===== src/rtl/password_match_stage.sv =====
`default_nettype none
// ============================================================================
//  Module   : password_match_stage
//  Brief    : Converts base-36 candidates to ASCII in two pipeline stages and
//             compares each one against a loaded target; sticky found/done.
//  Revision : 1.0 - initial release
// ============================================================================
module password_match_stage #(
   parameter int NUM_CHARS = 4,
   parameter int DIGIT_W   = 6,
   parameter int CNT_W     = 24
) (
   input  logic                          clk,
   input  logic                          rst,
   input  logic [NUM_CHARS*8-1:0]        target,
   input  logic                          target_load,
   input  logic                          cand_valid,
   output logic                          cand_ready,
   input  logic [NUM_CHARS*DIGIT_W-1:0]  cand_digits,
   input  logic                          cand_last,
   output logic                          found,
   output logic [NUM_CHARS*8-1:0]        found_word,
   output logic                          done,
   output logic                          bad_digit,
   output logic [CNT_W-1:0]              checked_count
);

   localparam int               c_word_w  = NUM_CHARS * 8;
   localparam logic [CNT_W-1:0] c_cnt_max = '1;

   typedef enum logic [1:0] {
      S_IDLE      = 2'd0,
      S_RUN       = 2'd1,
      S_FOUND     = 2'd2,
      S_EXHAUSTED = 2'd3
   } state_t;

   state_t r_state;
   state_t w_state_next;

   logic [c_word_w-1:0]  r_target;
   logic                 r_s1_valid;
   logic [c_word_w-1:0]  r_s1_word;
   logic                 r_s1_last;
   logic                 r_s1_bad;
   logic [c_word_w-1:0]  r_found_word;
   logic                 r_bad_digit;
   logic [CNT_W-1:0]     r_count;

   logic [c_word_w-1:0]  w_cand_word;
   logic [NUM_CHARS-1:0] w_char_bad;
   logic                 w_accept;
   logic                 w_eval;
   logic                 w_match;

   function automatic logic [7:0] digit_to_ascii(input logic [DIGIT_W-1:0] d);
      int di;
      di = int'(d);
      if (di < 26)      return 8'(32'h61 + di);
      else if (di < 36) return 8'(32'h30 + di - 26);
      else              return 8'h00;
   endfunction

   for (genvar i = 0; i < NUM_CHARS; i++) begin : g_char
      assign w_cand_word[(NUM_CHARS-1-i)*8 +: 8] =
         digit_to_ascii(cand_digits[(NUM_CHARS-1-i)*DIGIT_W +: DIGIT_W]);
      assign w_char_bad[i] = int'(cand_digits[(NUM_CHARS-1-i)*DIGIT_W +: DIGIT_W]) > 35;
   end

   assign cand_ready = (r_state == S_RUN) && !target_load;
   assign w_accept   = cand_valid && cand_ready;

   // A stage-1 entry left over after leaving RUN is never evaluated, which
   // drops the one in-flight candidate that follows a match.
   assign w_eval  = r_s1_valid && (r_state == S_RUN) && !target_load;
   assign w_match = w_eval && !r_s1_bad && (r_s1_word == r_target);

   always_comb begin
      w_state_next = r_state;
      if (target_load)
         w_state_next = S_RUN;
      else if (w_match)
         w_state_next = S_FOUND;
      else if (w_eval && r_s1_last)
         w_state_next = S_EXHAUSTED;
   end

   always_ff @(posedge clk) begin
      if (rst) begin
         r_state      <= S_IDLE;
         r_target     <= '0;
         r_s1_valid   <= 1'b0;
         r_s1_word    <= '0;
         r_s1_last    <= 1'b0;
         r_s1_bad     <= 1'b0;
         r_found_word <= '0;
         r_bad_digit  <= 1'b0;
         r_count      <= '0;
      end else begin
         r_state    <= w_state_next;
         r_s1_valid <= w_accept;
         if (w_accept) begin
            r_s1_word <= w_cand_word;
            r_s1_last <= cand_last;
            r_s1_bad  <= |w_char_bad;
         end
         if (target_load) begin
            r_target     <= target;
            r_found_word <= '0;
            r_bad_digit  <= 1'b0;
            r_count      <= '0;
         end else if (w_eval) begin
            if (r_count != c_cnt_max)
               r_count <= r_count + 1'b1;
            if (r_s1_bad)
               r_bad_digit <= 1'b1;
            if (w_match)
               r_found_word <= r_s1_word;
         end
      end
   end

   assign found         = (r_state == S_FOUND);
   assign done          = (r_state == S_FOUND) || (r_state == S_EXHAUSTED);
   assign found_word    = r_found_word;
   assign bad_digit     = r_bad_digit;
   assign checked_count = r_count;

endmodule
`default_nettype wire

===== config.mk =====
export PLATFORM = sky130hd
export DESIGN_NAME = password_match_stage
export DESIGN_NICKNAME = d
export VERILOG_FILES = /design/src/rtl/password_match_stage.sv
export SDC_FILE = /design/constraint.sdc
export NUM_CORES = 1
export LEC_CHECK = 0
export BUFFER_PORTS_ARGS = -buffer_cell sky130_fd_sc_hd__buf_2
export CORE_ASPECT_RATIO = 1.1
export CORE_MARGIN = 2
export CORE_UTILIZATION = 31
export DETAILED_ROUTE_END_ITERATION = 7
export HOLD_SLACK_MARGIN = 0.12
export PLACE_DENSITY = 0.54
export SLEW_MARGIN = 0
export SYNTH_ARGS = -nofsm -noshare
export SYNTH_HDL_FRONTEND = slang
export SYNTH_SLANG_ARGS = --single-unit

===== constraint.sdc =====
create_clock -name clk -period 4.31 [get_ports clk]
set_input_delay 0.2155 -clock clk [delete_from_list [all_inputs] [get_ports clk]]
set_output_delay 0.2155 -clock clk [all_outputs]
set_load 0.02 [all_outputs]

==> Implementation_results.wiki, run 1 <==
{| class="wikitable"
! Metric !! Value
|-
| Final Max Tran Viols || 0
|-
| Clock Tree Root || clkbuf_16
|-
| Number of global-route vias before repair || 4888
|-
| Post-synthesis simple-gate area fraction || around a fifth
|-
| Compound-Gate Fraction of Synth Area || around 11%
|-
| Total net switching power || 0.000724 W
|-
| Antenna Cells || 0
|-
| Internal power summed over all cells || between 0.002 and 0.0025 W
|-
| Worst clock skew on the final layout || 0.00983 ns
|-
| Most common flop cell mapped by yosys || dfxtp_1
|-
| Critical path's largest stage delay || roughly 0.7 ns
|-
| Share of flip-flops with an asynchronous set or reset after synthesis || 0%
|-
| Total of warnings raised by yosys || 0
|-
| Wire length of the first global-routing pass || 26.1 mm
|-
| Post-CTS setup repair buffer count || 0
|-
| Remaining global-route overflow || 0
|-
| Port Buffers || between 100 and 150
|-
| Mux cell area share after synthesis || between 10 and 15%
|-
| Clock share of power || around 51%
|-
| Detailed-route DRC error count || 0
|-
| Post-cts resize count || 0
|-
| Average wire length per cell after detail routing || 15.3 um
|-
| Cells along the critical path || nor3b_1 > and2_1 > buf_4 > o221ai_1 > o21ai_0 > nor2_1
|-
| Number of vias after detailed routing || roughly 5200
|-
| Number of distinct library cell variants in the gate-level netlist after synthesis || 59
|-
| Antenna Violating Nets Remaining || 0
|-
| Gate count after technology mapping || around 700
|-
| Largest fanout on the critical path || 16
|-
| Effective utilization at floorplan || a little under a third
|-
| Flop pwr share || approximately 40%
|-
| Ratio of cells with drive above 1 in the final layout || between 20% and 30%
|-
| Critical-path cell with the highest stage delay || and2_1
|-
| Post-DP HPWL || 12.1 mm
|-
| Worst setup slack after layout || 2.13 ns
|-
| Biggest area contributors in the synthesized netlist || dfxtp_1 42%, mux2i_1 11%, nand2_1 6.5%
|-
| Global-route total usage across every layer || roughly 16%
|-
| Area used by sequential logic in the layout || roughly 0.0025 sq mm
|-
| Synth Area in Adders || about 2.7%
|-
| Total power || between 0.003 and 0.004 W
|-
| Row Count || 53
|-
| Data required, critical path || 4.58 ns
|-
| TritonCTS clock tree || built
|-
| Final setup TNS || 0 ns
|-
| Horizontal die dimension || around 140 um
|-
| Wire length after detailed routing || 16.6 mm
|-
| Count of routing violations after the opening detailed-route iteration || just over 200
|-
| Setup repair after global routing missed its margin || no
|-
| Layout fillers || 1951
|-
| Final hold violation count || 0
|-
| Insertion delay of the later-clocked pin in the worst-skew pair || between 0.4 and 0.5 ns
|-
| Relative slew margins || between 40% and 50%
|-
| Largest net degree at the start of global routing || 37
|-
| Buffer levels on the longest clock path || 2
|-
| Critical path data arrival time || around 2.5 ns
|-
| Slew at the pin with the worst max-slew slack || between 0.7 and 0.8 ns
|-
| Number of synthesized flops with an enable pin || 0
|-
| Clock-pin transition on the worst setup and hold timing paths || about 0.060 ns
|-
| Placement-stage worst setup slack || between 2 and 2.5 ns
|-
| Type of element launching the critical path || flip-flop
|-
| Placed Area || between 0.006 and 0.007 sq mm
|-
| CTS sink cnt || 126
|-
| Final cycle utilization of the critical path || between 50% and 60%
|-
| Reg-to-reg slack, setup || about 2.1 ns
|-
| Die span in y || ~150 um
|-
| Dominant combinational cell family by area after synthesis || simple AND/OR/NAND/NOR gates
|-
| Average size of a mapped cell || 8.84 sq um
|-
| Net Sw Frac || 24.1%
|-
| Result of the run || complete, no violations
|-
| Die ar. || around 0.021 sq mm
|-
| Final critical path time including I/O delays and setup || around 2.2 ns
|-
| Multi-input logic area || about 0.0033 sq mm
|-
| Worst Path Class, Setup || flip-flop to flip-flop
|-
| Max capacitance violation total || 0
|-
| RD Place Congestion || slightly below 0.8
|-
| Antenna violations before repair || 0
|-
| Fin nets || around 900
|-
| Count of H-tree levels built during CTS || 4
|-
| Post-synth net total || around 760
|-
| Xor/xnor share of the synthesized area || roughly 7.7%
|-
| Cell area after layout || between 0.007 and 0.008 sq mm
|-
| Netlist area before placement || 0.00602 sq mm
|-
| Number of top-level design ports || 121
|-
| Seq/Total Area, Yosys || about two fifths
|-
| Growth of design area from synthesis to finish || 29.6%
|-
| Final setup violating endpoints || 0
|-
| Hold/Removal Path Class || primary input to flip-flop
|-
| Leakage power || 3.26 nW
|-
| Routed vias/inst || 4.80
|-
| Power density of the placed cells || 385 mW/mm^2
|-
| FF+latch count, synth || 126
|-
| Most area-hungry cell type in the Yosys netlist || dfxtp_1
|-
| Share of the synthesized area in the top cell type || between 40% and 50%
|-
| Nature of the critical path endpoint || flip-flop
|-
| Comb power frac || around 8.4%
|-
| First-pass iteration count of the detailed router || 4
|-
| Inserted Clock Buffers || 17
|-
| Worst vdd ir || ~0.27 mV
|-
| Highest clock frequency the design can meet || around 0.46 GHz
|-
| Placeable Area || 0.0191 sq mm
|}
-- final cells by class --
cell class                 instances  share of cell area [%]
inverter                          21                    1.01
tap                              247                    3.96
sequential                       126                    32.3
multi-input combinational        498                    41.8
clock buffer                      17                    5.45
timing repair buffer             161                    12.7
clock inverter                    15                    2.71
-- registers in the layout (all words and copies together), names as in the netlist --
register and flops:
found_word 32, r_s1_last 1, r_target 32, r_state 2, bad_digit 1, r_s1_word 32
r_s1_bad 1, checked_count 24, r_s1_valid 1
-- logic make-up (layout without fill, tap and decap cells) --
family                   after synthesis  in the layout
flip-flops                           126            126
XOR/XNOR                              53             53
buffers and inverters                 57            214
AND/OR/NAND/NOR                      267            267
adder cells (fa/ha/maj)               13             13
AO/OA/AOI/OAI                         96             96
multiplexers                          69             69
-- stage by stage --
step,hold slack [ns],std cells,util (%)
after global placement,0.441,1019,35.8
after CTS,0.153,1085,40.9
final,0.173,1085,40.9
after global routing,0.188,1085,40.9
after floorplan,0.351,681,-
after detailed placement,0.443,1019,35.8
-- power groups by stage --
stage | Combinational, W | Clock, W | Sequential (W)
floorplan | 0.000145 | 0 | 0.00124
global placement | 0.000228 | 0 | 0.00124
detailed placement | 0.000229 | 0 | 0.00124
CTS | 0.000254 | 0.00156 | 0.00122
global route | 0.000281 | 0.00162 | 0.00122
finish | 0.000252 | 0.00154 | 0.00122
-- placed cells by master, fill, tap and decap left out, drive strengths merged, types with 10 or more instances in the layout --
cell type,instances
o21ai,11
inv,24
nor4,14
ha,13
mux2i,67
xor2,33
clkbuf,17
dfxtp,126
buf,127
nor2,81
nand4,10
xnor2,20
dlygate4sd3,34
nand2,104
a211oi,10
a21oi,25
nand3,11
-- repair_timing --
action                                  CTS  global route
hold endpoints to repair                 33             0
endpoints found under the setup margin    0             0
hold buffers                             34             0
-- critical path, delay by kind of cell, from the launching register on --
family / cells / cell delay (ns)
AO/OA/AOI/OAI: 2 / 0.22
flip-flops: 1 / 0.39
AND/OR/NAND/NOR: 3 / 1.10
buffers and inverters: 1 / 0.33
-- synthesized netlist by cell type, drive strengths merged, types with 11 or more instances --
cell type and count:
dfxtp 126, xnor2 20, nor2 81, buf 17, nor4 14, o21ai 11
nand3 11, a21oi 25, xor2 33, inv 21, clkbuf 19, mux2i 67
ha 13, nand2 104
-- path summary, 6_finish.rpt --
kind	cells after the start	endpoint	start
max	6	r_s1_word[18]	r_state[0]
min	4	r_s1_word[24]	cand_digits[18]
max reg2reg	6	r_s1_word[18]	r_state[0]
min reg2reg	2	found_word[24]	found_word[24]
-- layer usage --
metal  routed length (um)  share of wire, %  vias up  global-route usage, %
met5                    0                 0        -                      0
met3                  772               4.6       13                   3.06
li1                     -                 -     2651                      -
met2                 7880                47      119                   27.0
met1                 7770                47     2425                   21.8
met4                  203               1.2        0                   5.05
Power figures use the tool's default switching activity.
==> run 2, diff against run 1 <==
ABC_AREA = 1   (was not set)
PLACE_DENSITY = 0.55   (was 0.54)
clock period = 1.9 ns   (was 4.31 ns; I/O delays follow)
==> run 2 against run 1 <==
Effect of this change: largest power group unchanged; synthesized cell count is 47% higher; die area up 10%; sequential share of layout area decreased by 4.3 points; clock power is 99% higher; first-iteration DRC count is 56% higher; combinational power rose to 2.9 times the previous value; worst hold slack worse by 0.054 ns; sequential power is 130% higher; highest routed layer unchanged; largest cell class unchanged; register-to-register slack worse by 2.0 ns; setup slack got worse by 2.0 ns.
==> Implementation_results.wiki, run 2 <==
{| class="wikitable"
! Metric !! Value
|-
| Result of the run || complete, no violations
|-
| Total power || 0.00658 W (+120%)
|-
| Worst setup slack after layout || 0.107 ns (-2.02 ns)
|-
| Remaining global-route overflow || 0 (unchanged)
|-
| TritonCTS clock tree || built
|-
| Final critical path time including I/O delays and setup || 1.79 ns
|-
| Global routing usage on met2 || 28.9% (+1.9 points)
|-
| Wire length of the first global-routing pass || 32.0 mm (+22%)
|-
| Hold path startpoint || cand_digits[16]
|-
| GRT Max-Usage Layer || met2
|-
| Share of the synthesized area in the top cell type || 38.0% (-3.9 points)
|-
| Antenna Violating Nets Remaining || 0 (unchanged)
|-
| Worst Path Class, Setup || primary input to flip-flop
|-
| Critical path data arrival time || 2.11 ns (-0.34 ns)
|-
| Synth Area in Adders || 2.45% (-0.25 points)
|-
| Leakage power || 4.16 nW (+28%)
|-
| Post-DP HPWL || 15.3 mm (+26%)
|-
| Cells along the critical path || dlygate4sd3_1 > buf_2 > inv_2 > nand4_2 > nor2_1 > nand4_1 > nor2_4 > buf_4 > nand3_1 > nand2_1 > nor2_1
|-
| Type of element launching the critical path || primary input
|-
| Post-synthesis simple-gate area fraction || 32.2% (+11 points)
|-
| Critical-path cell with the highest stage delay || dlygate4sd3_1
|-
| GR met1 Demand/Resource || 25.1% (+3.2 points)
|-
| Number of vias after detailed routing || 6793 (+30%)
|-
| Nature of the critical path endpoint || flip-flop
|-
| Highest clock frequency the design can meet || around 0.56 GHz
|-
| Post-Route Utilization || 42.6% (+1.8 points)
|-
| Wire length after detailed routing || 20.2 mm (+22%)
|-
| Power density of the placed cells || 730 mW/mm^2 (+89%)
|-
| Count of H-tree levels built during CTS || 4 (unchanged)
|-
| Average wire length per cell after detail routing || 13.4 um (-13%)
|-
| Port Buffers || 120 (unchanged)
|-
| Data required, critical path || 2.21 ns (-2.37 ns)
|-
| Clock-pin transition on the worst setup and hold timing paths || 0.06 ns (about the same)
|-
| Clock Tree Root || clkbuf_16
|-
| Antenna Cells || 0 (unchanged)
|-
| Final hold violation count || 0 (unchanged)
|-
| Relative slew margins || 61.9% (+14 points)
|-
| Total of warnings raised by yosys || 0 (unchanged)
|-
| Startpoint of the worst-slack reg-to-reg timing path || r_state[1]
|-
| Final cycle utilization of the critical path || between 90% and 100%
|-
| Final setup TNS || 0 ns (unchanged)
|-
| Dominant combinational cell family by area after synthesis || simple AND/OR/NAND/NOR gates
|-
| Crit path top cell by count || nor2_1
|-
| Hold/Removal Path Class || primary input to flip-flop
|-
| Placement-stage worst setup slack || -0.186 ns (-2.32 ns)
|-
| Average size of a mapped cell || 6.62 sq um (-25%)
|-
| Number of global-route vias before repair || 6345 (+30%)
|-
| Compound-Gate Fraction of Synth Area || 14.8% (+3.6 points)
|-
| FF+latch count, synth || 126 (unchanged)
|-
| Number of distinct library cell variants in the gate-level netlist after synthesis || 35 (-41%)
|-
| Die span in y || 158 um (+4.9%)
|-
| CTS sink cnt || 126 (unchanged)
|-
| Ranking of synthesized cells by instance count || 261 x nand2_1, 147 x nor2_1, 126 x dfxtp_1
|-
| Insertion delay of the later-clocked pin in the worst-skew pair || 0.43 ns (about the same)
|-
| Number of synthesized flops with an enable pin || 0 (unchanged)
|-
| Row Count || 56 (+5.7%)
|-
| GR Layer Usage met3 || 3.33% (+0.26 points)
|-
| Most area-hungry cell type in the Yosys netlist || dfxtp_1
|-
| Mux cell area share after synthesis || 0% (-12 points)
|-
| Xor/xnor share of the synthesized area || 2.90% (-4.8 points)
|-
| Seq/Total Area, Yosys || 38.0% (-3.9 points)
|-
| Most common flop cell mapped by yosys || dfxtp_1
|-
| Global-route total usage across every layer || 18.1% (+1.7 points)
|-
| Die ar. || 0.0226 sq mm (+10%)
|-
| Largest net degree at the start of global routing || 62 (+68%)
|-
| Final setup violating endpoints || 0 (unchanged)
|-
| Number of top-level design ports || 121 (unchanged)
|-
| Start point of the critical path || target_load
|-
| Gate count after technology mapping || 1004 (+47%)
|-
| Most common cell after layout, fill and taps aside || nand2_1
|-
| Antenna violations before repair || 0 (unchanged)
|-
| Effective utilization at floorplan || 31.4% (-0.12 points)
|-
| Worst clock skew on the final layout || 0.0185 ns (+0.00871 ns)
|-
| First-pass iteration count of the detailed router || 4 (unchanged)
|-
| Horizontal die dimension || 144 um (+4.9%)
|-
| Largest fanout on the critical path || 15 (-1)
|-
| Most used standard cell by instance count after synthesis || nand2_1
|-
| Growth of design area from synthesis to finish || 35.7%
|-
| Slew at the pin with the worst max-slew slack || 0.572 ns (-0.214 ns)
|-
| Final Max Tran Viols || 0 (unchanged)
|-
| Share of flip-flops with an asynchronous set or reset after synthesis || 0% (unchanged)
|-
| Placeable Area || 0.0212 sq mm (+11%)
|-
| Detailed-route DRC error count || 0 (unchanged)
|-
| Ratio of cells with drive above 1 in the final layout || 19.6% (-1.8 points)
|-
| Max capacitance violation total || 0 (unchanged)
|-
| Fin nets || 1285 (+43%)
|-
| Critical path's largest stage delay || 0.52 ns (-0.18 ns)
|-
| Worst vdd ir || 0.570 mV (+110%)
|-
| Biggest area contributors in the synthesized netlist || dfxtp_1 38%, nand2_1 15%, nor2_1 8.3%
|-
| Commonest cells after routing, fill and taps aside || 261 x nand2_1, 145 x nor2_1, 126 x dfxtp_1
|-
| Post-synth net total || 1078 (+43%)
|-
| Count of routing violations after the opening detailed-route iteration || 318 (+56%)
|-
| Inserted Clock Buffers || 17 (unchanged)
|-
| Buffer levels on the longest clock path || 2 (unchanged)
|-
| RD Place Congestion || 0.860 (+8.5%)
|-
| Netlist area before placement || 0.00665 sq mm (+10%)
|-
| Setup repair after global routing missed its margin || yes
|-
| Routed vias/inst || 4.49 (-6.5%)
|}
[run 2: cell count changes after synthesis, moves of 10 or more]
cell      previous run  this run
mux2i_1             67         0
nand4_1              9        19
o21ai_0             11        66
nand2_1            104       261
inv_1               21       123
nand3_1             11        37
a211oi_1            10         0
a21oi_2              0        12
nor2_1              81       147
nor4_1              14         0
nand2_2              0        12
xor2_1              33        11
a21oi_1             25        67
[run 2: path summary, 6_finish.rpt]
kind / endpoint / slack (ns) / cells past startpoint
hold reg to reg: bad_digit / 0.45 / 2
setup / recovery: found_word[2] / 0.11 / 11
hold / removal: r_s1_bad / 0.12 / 3
setup reg to reg: found_word[2] / 0.12 / 9
[run 2: area by class of cell]
cell class | count | area, sq um
fill | 2314 | 12100
multi-input combinational | 717 | 3510
sequential | 126 | 2520
timing repair buffer | 222 | 1580
clock buffer | 21 | 480
inverter | 127 | 477
tap | 290 | 363
clock inverter | 11 | 82.6
[run 2: logic make-up (layout without fill, tap and decap cells)]
family	Yosys count	after routing
compound gates	175	176
fa+ha+maj	13	13
xor+xnor	22	22
buf+inv	162	381
simple gates	506	506
flops	126	126
[run 2: repair_timing]
| action | CTS | global route |
|---|---|---|
| gates resized for setup | 1 | 4 |
| cloned | 0 | 1 |
| hold buffers | 60 | 0 |
| hold endpoints to repair | 59 | 0 |
| setup endpoints to repair | 21 | 13 |
| setup buffers | 0 | 3 |
| pin swaps | 0 | 2 |
[run 2: per-layer routing]
layer	vias to the layer above	share of wire, %
li1	3609	-
met1	3028	50
met2	140	45
met3	16	3.9
met4	0	1.4
met5	-	0
[run 2: through the flow]
stage / instances / hold slack, ns / area (sq um)
after floorplan: 1004 / 0.191 / 6650
after global placement: 1418 / 0.326 / 7800
after detailed placement: 1418 / 0.322 / 7800
after CTS: 1510 / 0.124 / 8970
after global routing: 1514 / 0.159 / 9020
final: 1514 / 0.119 / 9020
[run 2: power breakdown]
group / switching, W / internal (W)
clock: 0.00125 / 0.00181
sequential: 0.0000580 / 0.00272
combinational: 0.000417 / 0.000324
total: 0.00173 / 0.00485
[run 2: critical path: cells and delay by family]
kind	cells	cell delay (ns)
simple gates	7	1.00
buf+inv	4	1.00
